[src/rtl/axi_stream_traffic_checker_v1_0_s00_axis_if.sv]
// AXI-Stream bundle between the switch output port and the traffic checker.
interface axi_stream_traffic_checker_v1_0_s00_axis_if #(
    parameter int DATA_WIDTH = 128
) ();
    logic                  TVALID;
    logic                  TREADY;
    logic [DATA_WIDTH-1:0] TDATA;
    logic                  TLAST;

    modport master (output TVALID, output TDATA, output TLAST, input TREADY);
    modport slave  (input TVALID, input TDATA, input TLAST, output TREADY);
endinterface

[src/rtl/axi_stream_traffic_checker_v1_0_s00_axis.sv]
// AXI-Stream sink that checks traffic-generator packets (header/body/tail/length)
// and keeps per-VC good counters, a bad-packet counter and sticky error flags.
module axi_stream_traffic_checker_v1_0_s00_axis #(
    parameter int C_S_AXIS_TDATA_WIDTH = 128,
    parameter int PKT_WORDS            = 18,
    parameter int prio_num             = 2,
    parameter int vc_num               = 2,
    parameter int CNT_WIDTH            = 16,
    localparam int NVC                 = prio_num * vc_num,
    localparam int VC_W                = (NVC > 1) ? $clog2(NVC) : 1
) (
    input  logic                                      S_AXIS_ACLK,
    input  logic                                      S_AXIS_ARESET,
    input  logic                                      enable,
    input  logic                                      i_backpressure,
    axi_stream_traffic_checker_v1_0_s00_axis_if.slave S_AXIS,
    output logic                                      o_pkt_done,
    output logic                                      o_pkt_ok,
    output logic [VC_W-1:0]                           o_pkt_vc,
    output logic [NVC*CNT_WIDTH-1:0]                  o_good_cnt,
    output logic [CNT_WIDTH-1:0]                      o_err_cnt,
    output logic [3:0]                                o_err_flags
);

    localparam int BW = $clog2(PKT_WORDS + 1);

    localparam logic [3:0] F_HDR  = 4'b0001;
    localparam logic [3:0] F_BODY = 4'b0010;
    localparam logic [3:0] F_TAIL = 4'b0100;
    localparam logic [3:0] F_LEN  = 4'b1000;

    typedef enum logic [1:0] {
        HDR,
        BODY,
        DRAIN
    } state_t;

    state_t                   state_q, state_d;
    logic [BW-1:0]            beat_cnt_q, beat_cnt_d;
    logic [3:0]               pend_flags_q, pend_flags_d;
    logic [VC_W-1:0]          cap_vc_q, cap_vc_d;

    logic                     done_q, done_d;
    logic                     ok_q, ok_d;
    logic [VC_W-1:0]          vc_q, vc_d;
    logic [NVC*CNT_WIDTH-1:0] good_cnt_q, good_cnt_d;
    logic [CNT_WIDTH-1:0]     err_cnt_q, err_cnt_d;
    logic [3:0]               flags_q, flags_d;

    logic [C_S_AXIS_TDATA_WIDTH-1:0] tdata;
    logic                     tlast;
    logic                     tready;
    logic                     accept;
    logic                     hdr_ok, body_ok, tail_ok;
    logic                     complete;
    logic [3:0]               comp_flags;
    logic [VC_W-1:0]          comp_vc;

    assign tdata         = S_AXIS.TDATA;
    assign tlast         = S_AXIS.TLAST;
    assign tready        = ~S_AXIS_ARESET & enable & ~i_backpressure;
    assign S_AXIS.TREADY = tready;
    assign accept        = S_AXIS.TVALID & tready;

    assign hdr_ok  = (tdata[127:96] == 32'hAAAAAAAA) &&
                     (tdata[95:64]  == 32'h0) &&
                     (tdata[31:5]   == 27'h0AAAAAA) &&
                     (32'(tdata[4:0]) < NVC);
    assign body_ok = (tdata[127:96] == 32'hDEADBEEF) &&
                     (tdata[31:0]   == 32'hDEADBEEF) &&
                     (tdata[95:64]  == tdata[63:32]);
    assign tail_ok = (tdata == '0);

    // Packet walker: a failure before TLAST parks in DRAIN with the fault
    // remembered, so the packet is reported once, on its own TLAST beat.
    always_comb begin
        state_d      = state_q;
        beat_cnt_d   = beat_cnt_q;
        pend_flags_d = pend_flags_q;
        cap_vc_d     = cap_vc_q;
        complete     = 1'b0;
        comp_flags   = pend_flags_q;
        comp_vc      = cap_vc_q;
        if (accept) begin
            unique case (state_q)
                HDR: begin
                    beat_cnt_d   = BW'(1);
                    cap_vc_d     = tdata[VC_W-1:0];
                    comp_vc      = tdata[VC_W-1:0];
                    pend_flags_d = hdr_ok ? 4'b0000 : F_HDR;
                    if (tlast) begin
                        complete     = 1'b1;
                        comp_flags   = (hdr_ok ? 4'b0000 : F_HDR) | F_LEN;
                        pend_flags_d = 4'b0000;
                        state_d      = HDR;
                    end else if (!hdr_ok) begin
                        state_d = DRAIN;
                    end else begin
                        state_d = BODY;
                    end
                end
                BODY: begin
                    beat_cnt_d = beat_cnt_q + BW'(1);
                    if (beat_cnt_q < BW'(PKT_WORDS - 1)) begin
                        if (tlast) begin
                            complete   = 1'b1;
                            comp_flags = (body_ok ? 4'b0000 : F_BODY) | F_LEN;
                            state_d    = HDR;
                        end else if (!body_ok) begin
                            pend_flags_d = F_BODY;
                            state_d      = DRAIN;
                        end
                    end else begin
                        if (!tlast) begin
                            pend_flags_d = (tail_ok ? 4'b0000 : F_TAIL) | F_LEN;
                            state_d      = DRAIN;
                        end else begin
                            complete   = 1'b1;
                            comp_flags = tail_ok ? 4'b0000 : F_TAIL;
                            state_d    = HDR;
                        end
                    end
                end
                DRAIN: begin
                    if (tlast) begin
                        complete = 1'b1;
                        state_d  = HDR;
                    end
                end
                default: state_d = HDR;
            endcase
        end
    end

    // Completion report and statistics, registered one cycle after the last beat.
    always_comb begin
        done_d     = complete;
        ok_d       = complete && (comp_flags == 4'b0000);
        vc_d       = complete ? comp_vc : vc_q;
        good_cnt_d = good_cnt_q;
        err_cnt_d  = err_cnt_q;
        flags_d    = flags_q;
        if (complete) begin
            flags_d = flags_q | comp_flags;
            if (comp_flags == 4'b0000) begin
                for (int k = 0; k < NVC; k++) begin
                    if (comp_vc == VC_W'(k)) begin
                        good_cnt_d[k*CNT_WIDTH +: CNT_WIDTH] =
                            good_cnt_q[k*CNT_WIDTH +: CNT_WIDTH] + CNT_WIDTH'(1);
                    end
                end
            end else begin
                err_cnt_d = err_cnt_q + CNT_WIDTH'(1);
            end
        end
    end

    always_ff @(posedge S_AXIS_ACLK or posedge S_AXIS_ARESET) begin
        if (S_AXIS_ARESET) begin
            state_q      <= HDR;
            beat_cnt_q   <= '0;
            pend_flags_q <= '0;
            cap_vc_q     <= '0;
            done_q       <= 1'b0;
            ok_q         <= 1'b0;
            vc_q         <= '0;
            good_cnt_q   <= '0;
            err_cnt_q    <= '0;
            flags_q      <= '0;
        end else begin
            state_q      <= state_d;
            beat_cnt_q   <= beat_cnt_d;
            pend_flags_q <= pend_flags_d;
            cap_vc_q     <= cap_vc_d;
            done_q       <= done_d;
            ok_q         <= ok_d;
            vc_q         <= vc_d;
            good_cnt_q   <= good_cnt_d;
            err_cnt_q    <= err_cnt_d;
            flags_q      <= flags_d;
        end
    end

    assign o_pkt_done  = done_q;
    assign o_pkt_ok    = ok_q;
    assign o_pkt_vc    = vc_q;
    assign o_good_cnt  = good_cnt_q;
    assign o_err_cnt   = err_cnt_q;
    assign o_err_flags = flags_q;

endmodule

[src/flat_wrapper.sv]
// flat-port wrapper written by rule: the top's interface ports become plain ports
module axi_stream_traffic_checker_v1_0_s00_axis_flat 
#(
    parameter int C_S_AXIS_TDATA_WIDTH = 128,
    parameter int PKT_WORDS            = 18,
    parameter int prio_num             = 2,
    parameter int vc_num               = 2,
    parameter int CNT_WIDTH            = 16,
    localparam int NVC                 = prio_num * vc_num,
    localparam int VC_W                = (NVC > 1) ? $clog2(NVC) : 1
)
  (S_AXIS_ACLK, S_AXIS_ARESET, enable, i_backpressure, o_pkt_done, o_pkt_ok, o_pkt_vc, o_good_cnt, o_err_cnt, o_err_flags, S_AXIS_TVALID, S_AXIS_TDATA, S_AXIS_TLAST, S_AXIS_TREADY);
  axi_stream_traffic_checker_v1_0_s00_axis_if #(.DATA_WIDTH(128)) S_AXIS_i ();
  input  logic S_AXIS_ACLK;
  input  logic S_AXIS_ARESET;
  input  logic enable;
  input  logic i_backpressure;
  output logic o_pkt_done;
  output logic o_pkt_ok;
  output logic [VC_W-1:0] o_pkt_vc;
  output logic [NVC*CNT_WIDTH-1:0] o_good_cnt;
  output logic [CNT_WIDTH-1:0] o_err_cnt;
  output logic [3:0] o_err_flags;
  input wire logic [$bits(S_AXIS_i.TVALID)-1:0] S_AXIS_TVALID;
  input wire logic [$bits(S_AXIS_i.TDATA)-1:0] S_AXIS_TDATA;
  input wire logic [$bits(S_AXIS_i.TLAST)-1:0] S_AXIS_TLAST;
  output wire logic [$bits(S_AXIS_i.TREADY)-1:0] S_AXIS_TREADY;
  assign S_AXIS_i.TVALID = S_AXIS_TVALID;
  assign S_AXIS_i.TDATA = S_AXIS_TDATA;
  assign S_AXIS_i.TLAST = S_AXIS_TLAST;
  assign S_AXIS_TREADY = S_AXIS_i.TREADY;
  axi_stream_traffic_checker_v1_0_s00_axis #(.C_S_AXIS_TDATA_WIDTH(C_S_AXIS_TDATA_WIDTH), .PKT_WORDS(PKT_WORDS), .prio_num(prio_num), .vc_num(vc_num), .CNT_WIDTH(CNT_WIDTH)) u_core (.S_AXIS_ACLK(S_AXIS_ACLK), .S_AXIS_ARESET(S_AXIS_ARESET), .enable(enable), .i_backpressure(i_backpressure), .S_AXIS(S_AXIS_i), .o_pkt_done(o_pkt_done), .o_pkt_ok(o_pkt_ok), .o_pkt_vc(o_pkt_vc), .o_good_cnt(o_good_cnt), .o_err_cnt(o_err_cnt), .o_err_flags(o_err_flags));
endmodule
[config.mk]
export PLATFORM = sky130hd
export DESIGN_NAME = axi_stream_traffic_checker_v1_0_s00_axis_flat
export DESIGN_NICKNAME = d
export VERILOG_FILES = /design/src/rtl/axi_stream_traffic_checker_v1_0_s00_axis_if.sv /design/src/rtl/axi_stream_traffic_checker_v1_0_s00_axis.sv /design/src/flat_wrapper.sv
export SDC_FILE = /design/constraint.sdc
export NUM_CORES = 1
export LEC_CHECK = 0
export BUFFER_PORTS_ARGS = -buffer_cell sky130_fd_sc_hd__buf_2
export CORE_MARGIN = 2
export CORE_UTILIZATION = 45
export DETAILED_ROUTE_END_ITERATION = 7
export PLACE_DENSITY = 0.73
export RECOVER_POWER = 50
export SYNTH_ARGS = -nofsm -noshare
export SYNTH_HDL_FRONTEND = slang
export SYNTH_SLANG_ARGS = --single-unit
[constraint.sdc]
create_clock -name S_AXIS_ACLK -period 5.45 [get_ports S_AXIS_ACLK]
set_input_delay 1.09 -clock S_AXIS_ACLK [delete_from_list [all_inputs] [get_ports S_AXIS_ACLK]]
set_output_delay 1.09 -clock S_AXIS_ACLK [all_outputs]
set_load 0.02 [all_outputs]
==> metrics, run 1 <==
gr usage total 24.3%; WL/cell 17.6 µm; vias post-DR 5181; commonest non-fill, non-tap cell in the layout buf_2; outcome finished, violations left; mux share of post-synthesis cell area 2.20%; XOR/XNOR Fraction of Synth Area 17.0%; die height 115 µm; Leak 3.22 nW; Crit path required time 5.67 ns; Reg-to-Reg Start u_core.state_q[0]; CTS Sinks 101; Core Region 12000 µm²; EDFF count, synth 0; measured slew at the worst slew-check pin 2.37 ns; Max Buffers Root-to-Sink 2; R2R setup slack 2.55 ns; CTS resizes 0; first-pass GRT wire length 25.4 mm; worst hold path class reg -> reg; Die Width 115 µm; drt first pass iters 4; commonest non-fill, non-tap cells in the layout 136 x buf_2, 101 x dfrtp_1, 86 x clkbuf_1; worst r2r path cells 6; Synth Area in Compound Gates 4.19%; Setup TNS 0 ns; RSZ-0062 raised after global routing no; Cells after Synth 539; CTS root buf clkbuf_16; Worst Setup Start Kind input port; CP endpoint kind flop; CP max stage delay 0.75 ns; drt via density 5.67; Post-Synth Adder-Cell Area 1.36%; Power Dens Cells 253 nW/µm²; # port buffers 222; syn_nets 679; Multi-input gate area 2910 µm²; # Post-CTS Setup Buffers 0; # diodes 0; Clock Latency Late Sink 0.34 ns; Synth warnings 0; hold path endpoint u_core.o_err_cnt[15]; setup violators final 0; ys flop type dfrtp_1; die area 13200 µm²; routability cong. 1.01; cts hold-fix bufs 0; Yosys reg bits 101; worst vdd ir 174 µV; post-layout util 58.2%; Seq/Total Area, Yosys 45.7%; hold path depth 1; CTS Buf Count 9; largest net degree at the start of global routing 54; initial antenna violation count 0; largest family of logic cells by synthesized area simple AND/OR/NAND/NOR gates; H-tree Lvls 3; register area 2530 µm²; Slew headroom -58.9%; final antenna-violating net count 0; Post-Syn Area 5530 µm²; Slowest-stage cell, CP a21oi_1; drt drc 0; initial core utilization 46.0%; asr flop ratio synth 100%; worst-path cell chain buf_2, or4_1, or4_4, nor4_4, nand4_2, a21oi_1, nand4_1, xnor2_1; Crit path max-delay family simple AND/OR/NAND/NOR gates; CTS tree done; WS Path Type in -> reg; failing checks capacitance limit, slew limit; layout cells sized above 1 23.2%; Worst Path Arrival 4.08 ns; buffers and inverters on the worst path 1; final period utilization 70.7%; max cap viols 1; post-synth cell types 49; Area Growth Syn to Fin 26.4%; drt initial violations 435; Congestion Overflow GR 0; dpl hpwl 12.9 mm; # IOs 223; vias in the first global route 5255; Cell Rows 40; # fillers 1080; final hold vios 0; Post-Route WL 16.1 mm; fin. max-slew vios 54; Final #Nets 902; Worst-path clk slew 0.07 ns; Final Critical Period 3.85 ns; FMAX 260 MHz; average cell area after synthesis 10.3 µm²; hold_sp u_core.o_err_cnt[15]; clock skew 0.00910 ns; Max FO, Critical Path 11; Synth Area in Simple Gates 28.0%; r2r endpoint u_core.o_good_cnt[20]
-- cells by family after synthesis --
| family | count (synthesis) |
|---|---|
| multiplexers | 11 |
| adder cells (fa/ha/maj) | 6 |
| flip-flops | 101 |
| AO/OA/AOI/OAI | 35 |
| AND/OR/NAND/NOR | 260 |
| buffers and inverters | 19 |
| XOR/XNOR | 107 |
-- Yosys cell counts, types with 2 or more instances --
cell	n	area share, %
dfrtp_1	101	46
nor4b_2	2	0.54
xnor2_1	68	11
a31oi_1	2	0.23
nor4_4	2	0.77
inv_1	7	0.48
mux2_2	7	1.4
nand2_1	50	3.4
buf_6	2	0.41
and4_1	6	0.95
nor3_1	14	1.3
nand4_1	46	5.2
o21ai_0	9	0.81
nand3_1	35	3.2
nor4_1	36	4.1
buf_2	2	0.18
mux2_1	2	0.41
a21o_1	4	0.54
nor3b_1	3	0.41
or4_1	5	0.68
and3_1	21	2.4
o31ai_1	2	0.27
ha_1	6	1.4
mux2i_1	2	0.36
nor2_1	16	1.1
nor4_2	7	1.6
clkbuf_1	7	0.48
xor2_1	39	6.2
and2_1	5	0.57
a22o_1	4	0.63
a21oi_1	8	0.72
or3_1	2	0.23
-- per-layer routing --
layer  GRT usage (%)  up-vias  wire (µm)
met4            8.35        0        420
met2            43.6      216       8190
met3            4.32       28        835
li1                -     2444          -
met5               0        -          0
met1            29.5     2493       6680
-- stage by stage --
step | power, W | hold slack, ns | instance area (µm²) | setup WS [ns] | instances
6_report | 0.00177 | 0.467 | 6990 | 1.60 | 914
3_5_place_dp | 0.00112 | 0.452 | 6780 | 1.24 | 898
3_3_place_gp | 0.00110 | 0.440 | 6780 | 1.32 | 898
4_1_cts | 0.00179 | 0.468 | 7100 | 1.60 | 914
5_1_grt | 0.00185 | 0.492 | 6990 | 1.33 | 914
2_1_floorplan | 0.000976 | 0.451 | 5530 | 1.71 | 539
-- area by class of cell --
type	instances	area share (%)
multi-input cells	419	41.7
clock inverters	7	1.34
well taps	147	2.63
inverters	7	0.394
clock buffers	9	3.22
flip-flops and latches	101	36.2
repair buffers	224	14.5
-- registers in the layout (all words and copies together), names as in the netlist --
name and cells:
u_core.beat_cnt_q 5, u_core.cap_vc_q 2, u_core.o_err_cnt 16, u_core.o_err_flags 4
u_core.o_good_cnt 64, u_core.o_pkt_done 1, u_core.o_pkt_ok 1, u_core.o_pkt_vc 2
u_core.pend_flags_q 4, u_core.state_q 2
-- how the worst max path moves through the flow --
stage,from,cells past startpoint,to,slack (ns)
2_1_floorplan,S_AXIS_ARESET,1,u_core.beat_cnt_q[0],1.71
3_3_place_gp,S_AXIS_TDATA[6],7,u_core.o_good_cnt[17],1.32
3_5_place_dp,S_AXIS_TDATA[6],8,u_core.o_good_cnt[44],1.24
4_1_cts,S_AXIS_TDATA[6],8,u_core.o_good_cnt[44],1.60
5_1_grt,S_AXIS_ARESET,8,u_core.o_good_cnt[25],1.33
6_report,S_AXIS_TDATA[6],8,u_core.o_good_cnt[44],1.60
-- report_power, final --
part           total (W)  internal [W]  switching (W)
registers       0.000837      0.000785      0.0000517
clock network   0.000673      0.000369       0.000303
logic           0.000259      0.000102       0.000157
total            0.00177       0.00126       0.000512
Note: power is estimated with default switching activity, not from simulation.
==> run 2, diff against run 1 <==
- CORE_UTILIZATION: 45 -> 44
- PLACE_DENSITY: 0.73 -> 0.75
- clock period: 5.45 -> 3.4 ns (I/O delays scaled with it)
==> run 2 against run 1 <==
The flow still finishes with violations (capacitance limit, slew limit); sequential cell count did not move; combinational power rose by 68%; hold slack improved by 0.0040 ns; highest routed layer unchanged.
==> metrics, run 2 (same netlist as run 1, synthesis figures left out) <==
outcome finished, violations left (unchanged); failing checks capacitance limit, slew limit (unchanged); Max Buffers Root-to-Sink 2 (unchanged); Congestion Overflow GR 0 (unchanged); dpl hpwl 12.9 mm (about the same); Cell Rows 40 (unchanged); drt first pass iters 4 (unchanged); die area 13500 µm² (was 13200 µm²); buffers and inverters on the worst path 2 (was 1); # Post-CTS Setup Buffers 0 (unchanged); RSZ-0062 raised after global routing no (unchanged); commonest non-fill, non-tap cell in the layout buf_2 (unchanged); worst hold path class reg -> reg (unchanged); final period utilization 90.9%; CP endpoint kind flop (unchanged); DP Area 6960 µm² (was 6780 µm²); Die Width 116 µm (was 115 µm); Post-Layout Cell Count 951 (was 914); # IOs 223 (unchanged); Worst-path clk slew 0.07 ns (about the same); CTS resizes 0 (unchanged); setup violators final 0 (unchanged); CP max stage delay 0.58 ns (was 0.75 ns); commonest non-fill, non-tap cells in the layout 177 x buf_2, 101 x dfrtp_1, 68 x xnor2_1 (was 136 x buf_2, 101 x dfrtp_1, 86 x clkbuf_1); Largest register FFs 64 (unchanged); Post-Route WL 16.1 mm (about the same); vias in the first global route 5295 (was 5255); die height 116 µm (was 115 µm); worst-path cell chain buf_2, or4_1, or4_4, nor4_4, nand4_2, and2_1, buf_12, nor4_2, xor2_1 (was buf_2, or4_1, or4_4, nor4_4, nand4_2, a21oi_1, nand4_1, xnor2_1); vias post-DR 5216 (was 5181); final hold vios 0 (unchanged); Final Critical Period 3.09 ns; Slew headroom -55.5% (was -58.9%); # port buffers 222 (unchanged); Crit path required time 3.66 ns (was 5.67 ns); Worst Path Arrival 3.35 ns (was 4.08 ns); drt drc 0 (unchanged); layout cells sized above 1 29.8% (was 23.2%); initial antenna violation count 0 (unchanged); Power Dens Cells 391 nW/µm² (was 253 nW/µm²); CTS Sinks 101 (unchanged); CTS tree done (unchanged); Clock Latency Late Sink 0.34 ns (about the same); Worst Setup Start Kind input port (unchanged); DRT met1 WL 6.62 mm (was 6.68 mm); gr usage total 24.3% (about the same); Pwr Total 0.00282 W (was 0.00177 W); max cap viols 1 (unchanged); H-tree Lvls 3 (unchanged); Leak 3.48 nW (was 3.22 nW); fin. max-slew vios 61 (was 54); largest net degree at the start of global routing 62 (was 54); FMAX 323 MHz; Met3 Wirelength 807 µm (was 835 µm); Area Growth Syn to Fin 30.4% (was 26.4%); final antenna-violating net count 0 (unchanged); Max FO, Critical Path 15 (was 11); drt initial violations 306 (was 435); Cells after DPL 935 (was 898); routability cong. 0.966 (was 1.01); CTS root buf clkbuf_16 (unchanged); CTS Buf Count 9 (unchanged); final instance area 7210 µm² (was 6990 µm²); WS Path Type in -> reg (unchanged); WL/cell 16.9 µm (was 17.6 µm); clock skew 0.00492 ns (was 0.00910 ns); first-pass GRT wire length 25.8 mm (was 25.4 mm); cts hold-fix bufs 0 (unchanged); # diodes 0 (unchanged); met2 WL 8.30 mm (was 8.19 mm); highest routed layer met4 (unchanged); worst vdd ir 322 µV (was 174 µV); DP Worst Slack -0.0257 ns (was 1.24 ns); measured slew at the worst slew-check pin 2.33 ns (was 2.37 ns); Final Worst Setup Slack 0.308 ns (was 1.60 ns); Core Region 12200 µm² (was 12000 µm²); Crit path max-delay family simple AND/OR/NAND/NOR gates (unchanged); initial core utilization 45.5% (was 46.0%); Final #Nets 918 (was 902); drt via density 5.48 (was 5.67); Slowest-stage cell, CP or4_1 (was a21oi_1)
-- run 2: path summary, 6_finish.rpt --
check / cells past startpoint / endpoint / startpoint / slack, ns
worst max register to register: 6 / u_core.o_good_cnt[15] / u_core.state_q[1] / 1.06
min in group asynchronous: 2 / u_core.o_err_flags[3] / S_AXIS_ARESET / 1.17
worst min register to register: 2 / u_core.o_err_flags[0] / u_core.o_err_flags[0] / 0.47
max in group asynchronous: 2 / u_core.o_good_cnt[26] / S_AXIS_ARESET / 0.88
worst max-delay path: 9 / u_core.o_good_cnt[29] / S_AXIS_TDATA[118] / 0.31
worst min-delay path: 2 / u_core.o_err_flags[0] / u_core.o_err_flags[0] / 0.47
-- run 2: layout make-up --
class / count / area (µm²)
inverters: 7 / 26.3
repair buffers: 240 / 1230
clock buffers: 11 / 243
clock inverters: 5 / 60.1
multi-input cells: 419 / 2910
flip-flops and latches: 101 / 2530
fillers: 1091 / 4960
well taps: 168 / 210
-- run 2: where the power goes --
part           switching, W  internal, W  leakage [nW]
Sequential        0.0000826      0.00126          1.39
Clock              0.000448     0.000591         0.134
Combinational      0.000253     0.000183          1.96
-- run 2: layer usage --
metal | up-vias | track usage [%]
li1 | 2474 | -
met2 | 194 | 43.8
met5 | - | 0
met1 | 2528 | 29.3
met3 | 20 | 4.29
met4 | 0 | 8.41
-- run 2: through the flow --
step	TNS [ns]	utilization, %	hold slack [ns]
6_report	0	59.2	0.471
5_1_grt	0	59.2	0.492
4_1_cts	0	59.7	0.468
3_5_place_dp	-0.0404	57.2	0.451
3_3_place_gp	0	57.2	0.440
2_1_floorplan	0	-	0.451
-- run 2: worst reg2reg max path: stages, from the launching register on --
cell and delay, ns:
dfrtp_1 0.47, nor2_1 0.19, a21oi_1 0.32, nand3_1 0.31, a211o_1 0.44, nor4_1 0.34, xor2_1 0.20
